## config.mk

```make
export PLATFORM = sky130hd
export DESIGN_NAME = ofdm_rx_sample_pacer_flat
export DESIGN_NICKNAME = d
export VERILOG_FILES = /design/src/rtl/ofdm_rx_sample_pacer_pkg.sv /design/src/rtl/ofdm_rx_sample_pacer_if.sv /design/src/rtl/ofdm_rx_sample_pacer_fifo.sv /design/src/rtl/ofdm_rx_sample_pacer.sv /design/src/flat_wrapper.sv
export SDC_FILE = /design/constraint.sdc
export NUM_CORES = 1
export LEC_CHECK = 0
export ABC_CLOCK_PERIOD_IN_PS = 5100
export CAP_MARGIN = 20
export CELL_PAD_IN_SITES_DETAIL_PLACEMENT = 1
export CELL_PAD_IN_SITES_GLOBAL_PLACEMENT = 2
export CORE_MARGIN = 1.5
export CORE_UTILIZATION = 45
export DETAILED_ROUTE_END_ITERATION = 12
export GPL_TIMING_DRIVEN = 0
export PLACE_DENSITY = 0.92
export SETUP_SLACK_MARGIN = 0.02
export SYNTH_ARGS = -nofsm -noshare
export SYNTH_HDL_FRONTEND = slang
export SYNTH_SLANG_ARGS = --single-unit
```

## constraint.sdc

```tcl
create_clock -name sys_clk -period 5.1 [get_ports sys_clk]
set_input_delay 1.02 -clock sys_clk [delete_from_list [all_inputs] [get_ports sys_clk]]
set_output_delay 1.02 -clock sys_clk [all_outputs]
set_load 0.05 [all_outputs]
```

## src/rtl/ofdm_rx_sample_pacer_pkg.sv

```systemverilog
// Shared types, widths and helpers for the OFDM RX sample pacer.
package ofdm_pacer_pkg;

  localparam int BIT_CNT_W = 16;
  localparam int PERIOD_W  = 16;
  localparam logic [BIT_CNT_W-1:0] BIT_CNT_SAT = '1;

  typedef enum logic [1:0] {
    PACER_IDLE    = 2'd0,
    PACER_RUN     = 2'd1,
    PACER_DONE    = 2'd2,
    PACER_TIMEOUT = 2'd3
  } pacer_state_t;

  function automatic logic [BIT_CNT_W-1:0] sat_add(input logic [BIT_CNT_W-1:0] a,
                                                   input logic [BIT_CNT_W-1:0] b);
    logic [BIT_CNT_W:0] sum;
    sum = {1'b0, a} + {1'b0, b};
    return sum[BIT_CNT_W] ? BIT_CNT_SAT : sum[BIT_CNT_W-1:0];
  endfunction

  // Periods of 0 and 1 both mean one sample per cycle.
  function automatic logic [PERIOD_W-1:0] eff_period(input logic [PERIOD_W-1:0] p);
    return (p < PERIOD_W'(2)) ? PERIOD_W'(1) : p;
  endfunction

endpackage

```

## src/rtl/ofdm_rx_sample_pacer_if.sv

```systemverilog
// Producer-side sample handshake of the OFDM RX sample pacer.
interface ofdm_rx_sample_pacer_if #(parameter int sample_bit_width_g = 12);

  logic [sample_bit_width_g-1:0] in_i;
  logic [sample_bit_width_g-1:0] in_q;
  logic                          in_valid;
  logic                          in_ready;

  modport master (output in_i, in_q, in_valid, input in_ready);
  modport slave  (input in_i, in_q, in_valid, output in_ready);

endinterface

```

## src/rtl/ofdm_rx_sample_pacer_fifo.sv

```systemverilog
// Single-clock sample FIFO (I/Q concatenated) with occupancy and synchronous clear.
module ofdm_sample_fifo #(
  parameter int data_w_g  = 24,
  parameter int depth_g   = 16
) (
  input  logic                      sys_clk,
  input  logic                      sys_rstn,
  input  logic                      clear,
  input  logic                      push,
  input  logic [data_w_g-1:0]       push_data,
  input  logic                      pop,
  output logic [data_w_g-1:0]       pop_data,
  output logic                      full,
  output logic                      empty,
  output logic [$clog2(depth_g):0]  level
);

  localparam int AW = $clog2(depth_g);
  localparam logic [AW:0] LEVEL_FULL = (AW+1)'(depth_g);

  logic [data_w_g-1:0] mem [depth_g];
  logic [AW-1:0]       wr_ptr;
  logic [AW-1:0]       rd_ptr;
  logic                do_push;
  logic                do_pop;

  assign full     = (level == LEVEL_FULL);
  assign empty    = (level == '0);
  assign do_push  = push && !full;
  assign do_pop   = pop && !empty;
  assign pop_data = mem[rd_ptr];

  always_ff @(posedge sys_clk or negedge sys_rstn) begin
    if (!sys_rstn) begin
      wr_ptr <= '0;
      rd_ptr <= '0;
      level  <= '0;
    end else if (clear) begin
      wr_ptr <= '0;
      rd_ptr <= '0;
      level  <= '0;
    end else begin
      if (do_push) wr_ptr <= wr_ptr + 1'b1;
      if (do_pop)  rd_ptr <= rd_ptr + 1'b1;
      level <= level + {{AW{1'b0}}, do_push} - {{AW{1'b0}}, do_pop};
    end
  end

  always_ff @(posedge sys_clk) begin
    if (do_push && !clear) mem[wr_ptr] <= push_data;
  end

endmodule

```

## src/rtl/ofdm_rx_sample_pacer.sv

```systemverilog
// Replays buffered I/Q samples at a programmable strobe period and counts RX output bits.
// Optional watchdog and TIMEOUT state are built when OFDM_PACER_TIMEOUT_EN is defined.
module ofdm_rx_sample_pacer
  import ofdm_pacer_pkg::*;
#(
  parameter int sample_bit_width_g = 12,
  parameter int fifo_depth_g       = 16,
  parameter int bits_per_valid_g   = 2,
  parameter int timeout_cycles_g   = 500000
) (
  input  logic                              sys_clk,
  input  logic                              sys_rstn,
  input  logic                              sys_init,
  input  logic [PERIOD_W-1:0]               strobe_period_i,
  input  logic [BIT_CNT_W-1:0]              target_bits_i,
  ofdm_rx_sample_pacer_if.slave             src,
  output logic [sample_bit_width_g-1:0]     rx_data_i,
  output logic [sample_bit_width_g-1:0]     rx_data_q,
  output logic                              rx_data_valid,
  input  logic                              rcv_data_valid,
  output logic [BIT_CNT_W-1:0]              bits_cnt_o,
  output logic [$clog2(fifo_depth_g):0]     fifo_level_o,
  output logic                              underrun_o,
  output logic                              done_o,
  output logic                              timeout_o
);

  localparam logic [1:0] ST_IDLE    = PACER_IDLE;
  localparam logic [1:0] ST_RUN     = PACER_RUN;
  localparam logic [1:0] ST_DONE    = PACER_DONE;
  localparam logic [1:0] ST_TIMEOUT = PACER_TIMEOUT;
  localparam int DATA_W = 2 * sample_bit_width_g;

  logic [1:0]           state;
  logic [PERIOD_W-1:0]  period_q;
  logic [PERIOD_W-1:0]  strobe_cnt;
  logic                 fifo_full;
  logic                 fifo_empty;
  logic [DATA_W-1:0]    fifo_dout;
  logic                 strobe;
  logic                 pop;
  logic [BIT_CNT_W-1:0] bits_next;
  logic                 run_done;
  logic                 run_timeout;

  assign src.in_ready = !fifo_full;
  assign strobe       = (state == ST_RUN) && (strobe_cnt == period_q - 1'b1);
  assign pop          = strobe && !fifo_empty;
  assign bits_next    = rcv_data_valid ? sat_add(bits_cnt_o, BIT_CNT_W'(bits_per_valid_g))
                                       : bits_cnt_o;
  assign run_done     = (bits_next >= target_bits_i);
  assign done_o       = (state == ST_DONE);

  ofdm_sample_fifo #(
    .data_w_g (DATA_W),
    .depth_g  (fifo_depth_g)
  ) u_fifo (
    .sys_clk   (sys_clk),
    .sys_rstn  (sys_rstn),
    .clear     (sys_init),
    .push      (src.in_valid),
    .push_data ({src.in_i, src.in_q}),
    .pop       (pop),
    .pop_data  (fifo_dout),
    .full      (fifo_full),
    .empty     (fifo_empty),
    .level     (fifo_level_o)
  );

`ifdef OFDM_PACER_TIMEOUT_EN
  localparam int WD_W = $clog2(timeout_cycles_g + 1);
  logic [WD_W-1:0] wd_cnt;

  // Held at zero outside RUN so every run starts with a fresh budget.
  always_ff @(posedge sys_clk or negedge sys_rstn) begin
    if (!sys_rstn)                         wd_cnt <= '0;
    else if (sys_init || state != ST_RUN)  wd_cnt <= '0;
    else                                   wd_cnt <= wd_cnt + 1'b1;
  end

  assign run_timeout = (wd_cnt == WD_W'(timeout_cycles_g - 1));
  assign timeout_o   = (state == ST_TIMEOUT);
`else
  logic unused_timeout_cfg;
  assign unused_timeout_cfg = (timeout_cycles_g != 0);
  assign run_timeout        = 1'b0;
  assign timeout_o          = 1'b0;
`endif

  // DONE takes precedence over TIMEOUT when both trigger on the same edge.
  always_ff @(posedge sys_clk or negedge sys_rstn) begin
    if (!sys_rstn) begin
      state         <= ST_IDLE;
      period_q      <= PERIOD_W'(1);
      strobe_cnt    <= '0;
      bits_cnt_o    <= '0;
      underrun_o    <= 1'b0;
      rx_data_valid <= 1'b0;
      rx_data_i     <= '0;
      rx_data_q     <= '0;
    end else if (sys_init) begin
      state         <= ST_IDLE;
      strobe_cnt    <= '0;
      bits_cnt_o    <= '0;
      underrun_o    <= 1'b0;
      rx_data_valid <= 1'b0;
    end else begin
      rx_data_valid <= pop;
      if (pop) {rx_data_i, rx_data_q} <= fifo_dout;
      if (strobe && fifo_empty) underrun_o <= 1'b1;
      case (state)
        ST_IDLE: begin
          if (!fifo_empty) begin
            state      <= ST_RUN;
            strobe_cnt <= '0;
            period_q   <= eff_period(strobe_period_i);
          end
        end
        ST_RUN: begin
          strobe_cnt <= strobe ? '0 : strobe_cnt + 1'b1;
          bits_cnt_o <= bits_next;
          if (run_done)         state <= ST_DONE;
          else if (run_timeout) state <= ST_TIMEOUT;
        end
        default: ;
      endcase
    end
  end

endmodule

```

## src/flat_wrapper.sv

```systemverilog
// flat-port wrapper written by rule: the top's interface ports become plain ports
module ofdm_rx_sample_pacer_flat import ofdm_pacer_pkg::*;
#(
  parameter int sample_bit_width_g = 12,
  parameter int fifo_depth_g       = 16,
  parameter int bits_per_valid_g   = 2,
  parameter int timeout_cycles_g   = 500000
)
  (sys_clk, sys_rstn, sys_init, strobe_period_i, target_bits_i, rx_data_i, rx_data_q, rx_data_valid, rcv_data_valid, bits_cnt_o, fifo_level_o, underrun_o, done_o, timeout_o, src_in_i, src_in_q, src_in_valid, src_in_ready);
  ofdm_rx_sample_pacer_if #(.sample_bit_width_g(sample_bit_width_g)) src_i ();
  input  logic sys_clk;
  input  logic sys_rstn;
  input  logic sys_init;
  input  logic [PERIOD_W-1:0] strobe_period_i;
  input  logic [BIT_CNT_W-1:0] target_bits_i;
  output logic [sample_bit_width_g-1:0] rx_data_i;
  output logic [sample_bit_width_g-1:0] rx_data_q;
  output logic rx_data_valid;
  input  logic rcv_data_valid;
  output logic [BIT_CNT_W-1:0] bits_cnt_o;
  output logic [$clog2(fifo_depth_g):0] fifo_level_o;
  output logic underrun_o;
  output logic done_o;
  output logic timeout_o;
  input wire logic [$bits(src_i.in_i)-1:0] src_in_i;
  input wire logic [$bits(src_i.in_q)-1:0] src_in_q;
  input wire logic [$bits(src_i.in_valid)-1:0] src_in_valid;
  output wire logic [$bits(src_i.in_ready)-1:0] src_in_ready;
  assign src_i.in_i = src_in_i;
  assign src_i.in_q = src_in_q;
  assign src_i.in_valid = src_in_valid;
  assign src_in_ready = src_i.in_ready;
  ofdm_rx_sample_pacer #(.sample_bit_width_g(sample_bit_width_g), .fifo_depth_g(fifo_depth_g), .bits_per_valid_g(bits_per_valid_g), .timeout_cycles_g(timeout_cycles_g)) u_core (.sys_clk(sys_clk), .sys_rstn(sys_rstn), .sys_init(sys_init), .strobe_period_i(strobe_period_i), .target_bits_i(target_bits_i), .src(src_i), .rx_data_i(rx_data_i), .rx_data_q(rx_data_q), .rx_data_valid(rx_data_valid), .rcv_data_valid(rcv_data_valid), .bits_cnt_o(bits_cnt_o), .fifo_level_o(fifo_level_o), .underrun_o(underrun_o), .done_o(done_o), .timeout_o(timeout_o));
endmodule
```

==> flow_summary.yaml <==
timing:
  finalHoldViolCount: 0
  finalClockSkew_ns: 0.0498
  post-route-period-util_pct: 89.1
  slew_viol_final: 0
  relSlewSlack_pct: 29.6
  max_freq_mhz: 220
  period_minus_slack_ns: 4.54
  setup_viol: 0
  whs_ns: 0.458
  rsz0062_at_grt: "no"
  worst-slew-pin-transition_ns: 1.06
drt:
  dr.first_iter.drc_count: 969
  post_drt_wl_per_cell_um: 26.3
  vias: 12200
  antenna_left: 0
  dr.pass1.iters: 5
  routed_wirelength_um: 54200
  drc_errors: 0
  via_per_inst: 5.91
floorplan:
  dieArea_um2: 45900
  io_pins: 111
  die_y_um: 214
  start_util_pct: 45.5
  core_um2: 44100
  rows: 77
  die_x_um: 214
logic_synthesis:
  syn_nets: 1339
  synth_cells: 1247
  synth_edf_count: 384
  synth_cell_type_count: 69
  yosysSeqAreaShare_pct: 68.5
  syn-mean-instance-area_um2: 16.1
  netlist_area_um2: 20100
  yosys_warnings: 0
  synth_top_flop_cell: "edfxtp_1"
  yosys_register_bits: 473
  async_flop_share_pct: 18.8
status:
  status: "completed"
grt:
  grt_pass1_vias: 13000
  grt_max_degree: 52
  grt.total_usage_pct: 23.7
  use_met2_pct: 41.3
  grtUsageMet1_pct: 30.1
  grt_overflow_total: 0
  grt_pass1_wl_um: 81300
  antenna_found_initial: 2
  grt.met3_usage_pct: 3.63
  gr-max-usage-layer: "met2"
setup_path:
  path_cells: "or4_1, or2_2, a2111oi_0, nand3_1, a2111oi_0, and4_1, nor3b_1, ha_1, inv_1, ha_1, inv_1, fa_1, inv_1, a21oi_1, nor2_1, or3_1, a21oi_1"
  critPathSlowestCell: "or4_1"
  crit_buf_inv: 3
  crit_type: "flip-flop to flip-flop"
  worstPathRequired_ns: 5.52
  cp-start-kind: "flip-flop"
  arrival_ns: 4.96
  cp-end-kind: "flip-flop"
  max_stage_delay_ns: 0.55
  crit_top_cell: "inv_1"
  path_max_fanout: 8
  critical_path.top_delay_family: "simple AND/OR/NAND/NOR gates"
power:
  power.density_nw_per_um2: 374
  power.leakage_nw: 8.14
  ir_worst_vdd_v: 0.000310
  finalPower_mw: 9.00
flow_run:
  maxCapViolations: 0
clock_tree:
  htreeDepth: 2
  ctsLongestPathBuffers: 3
  cts_tree: "done"
  cts-root-buf: "clkbuf_16"
  tritoncts.num_buffers: 48
  cts_sinks: 473
  clk_pin_slew_ns: 0.06
  cts-hold-fix-buffers: 0
  clkLatencyLatePin_ns: 0.61
  post-cts-setup-buffer-count: 0
  cts_resized: 0
worst_hold_path:
  hp-class: "primary input to asynchronous set/reset pin"
layout:
  drive_gt1_share_pct: 15.3
  syn_to_final_growth_pct: 19.6
  final_core_util_pct: 54.5
  fin_cells: 2058
  nNetsFinal: 1516
place:
  post-dp-hpwl_um: 35200
  dp_cells: 1960
  gp_congestion: 0.792
  port_buffers: 107
-- cells in the mapped netlist, types with 24 or more instances --
master    number  share of area, %
a221oi_1      25               1.1
nor2_1        61               1.1
ha_1          30               1.9
clkbuf_1      50              0.93
dfrtp_1       88                11
inv_1         62               1.2
a222oi_1      24               1.2
mux2i_1       78               3.9
mux4_2        72               8.1
nand2_1       56               1.0
a21oi_1       25              0.62
edfxtp_1     384                57
a21o_1        33               1.2
-- final cells by class --
class                      instances  area [um2]
sequential                       473       13800
antenna                            2        5.00
fill                            4209       20100
buffer                            71         297
clock inverter                    33         307
inverter                          63         236
clock buffer                      57        1270
multi-input combinational        640        5930
timing repair buffer             127        1490
tap                              592         741
-- kinds of logic (layout without fill, tap and decap cells) --
family	after synthesis	after routing	share of synthesized area [%]
flops	473	473	68.5
simple gates	230	230	5.82
compound gates	182	182	6.88
mux	168	168	13.0
buf+inv	134	351	2.65
fa+ha+maj	31	31	1.97
xor+xnor	28	28	1.22
other cells	1	3	0.0187
-- metrics by stage --
stage,worst slack (ns),instance area (um2),TNS (ns)
floorplan,1.25,20100,0
global placement,-0.951,21900,-86.35
detailed placement,0.458,22400,0
CTS,0.436,23900,0
global route,0.202,24000,0
finish,0.555,24000,0
-- final timing paths --
path	end	cells past startpoint	slack, ns	from
max	u_core.u_fifo.level[4]	17	0.56	u_core.period_q[2]
min	u_core.rx_data_q[6]	1	0.46	sys_rstn
max reg2reg	u_core.u_fifo.level[4]	17	0.56	u_core.period_q[2]
min reg2reg	u_core.underrun_o	1	0.51	u_core.underrun_o
max in group asynchronous	u_core.period_q[0]	2	3.89	sys_rstn
min in group sys_clk	u_core.underrun_o	1	0.51	u_core.underrun_o
-- metal layers --
| layer | wire length, um | share of wire (%) |
|---|---|---|
| met1 | 21900 | 40 |
| met2 | 28100 | 52 |
| met3 | 2490 | 4.6 |
| met4 | 1650 | 3.0 |
| met5 | 11 | 0.020 |
-- report_power, final --
part	switching, mW	internal [mW]
combinational	0.573	0.412
sequential	0.144	4.32
clock	1.55	2.00
total	2.27	6.73
-- flip-flops by register name (all words and copies together), names as in the netlist --
name / cells
u_core.rx_data_i: 12
u_core.bits_cnt_o: 16
u_core.rx_data_valid: 1
u_core.u_fifo.mem: 384
u_core.u_fifo.level: 5
u_core.u_fifo.rd_ptr: 4
u_core.state: 2
u_core.underrun_o: 1
u_core.u_fifo.wr_ptr: 4
u_core.period_q: 16
u_core.strobe_cnt: 16
u_core.rx_data_q: 12
-- placed cells by master (no fill, tap or decap), drive strengths merged, types with 11 or more instances in the layout --
cell type / count
nand4: 16
mux4: 72
clkinv: 24
a221oi: 26
mux2: 18
o21ai: 19
dfrtp: 88
nand3: 19
clkbuf: 107
a222oi: 24
nor2: 61
xnor2: 14
nand2: 56
xor2: 14
nor3: 11
a21o: 33
a31oi: 11
clkdlybuf4s50: 106
inv: 65
buf: 42
a21oi: 25
mux2i: 78
edfxtp: 384
ha: 30
Note: power is estimated with default switching activity, not from simulation.
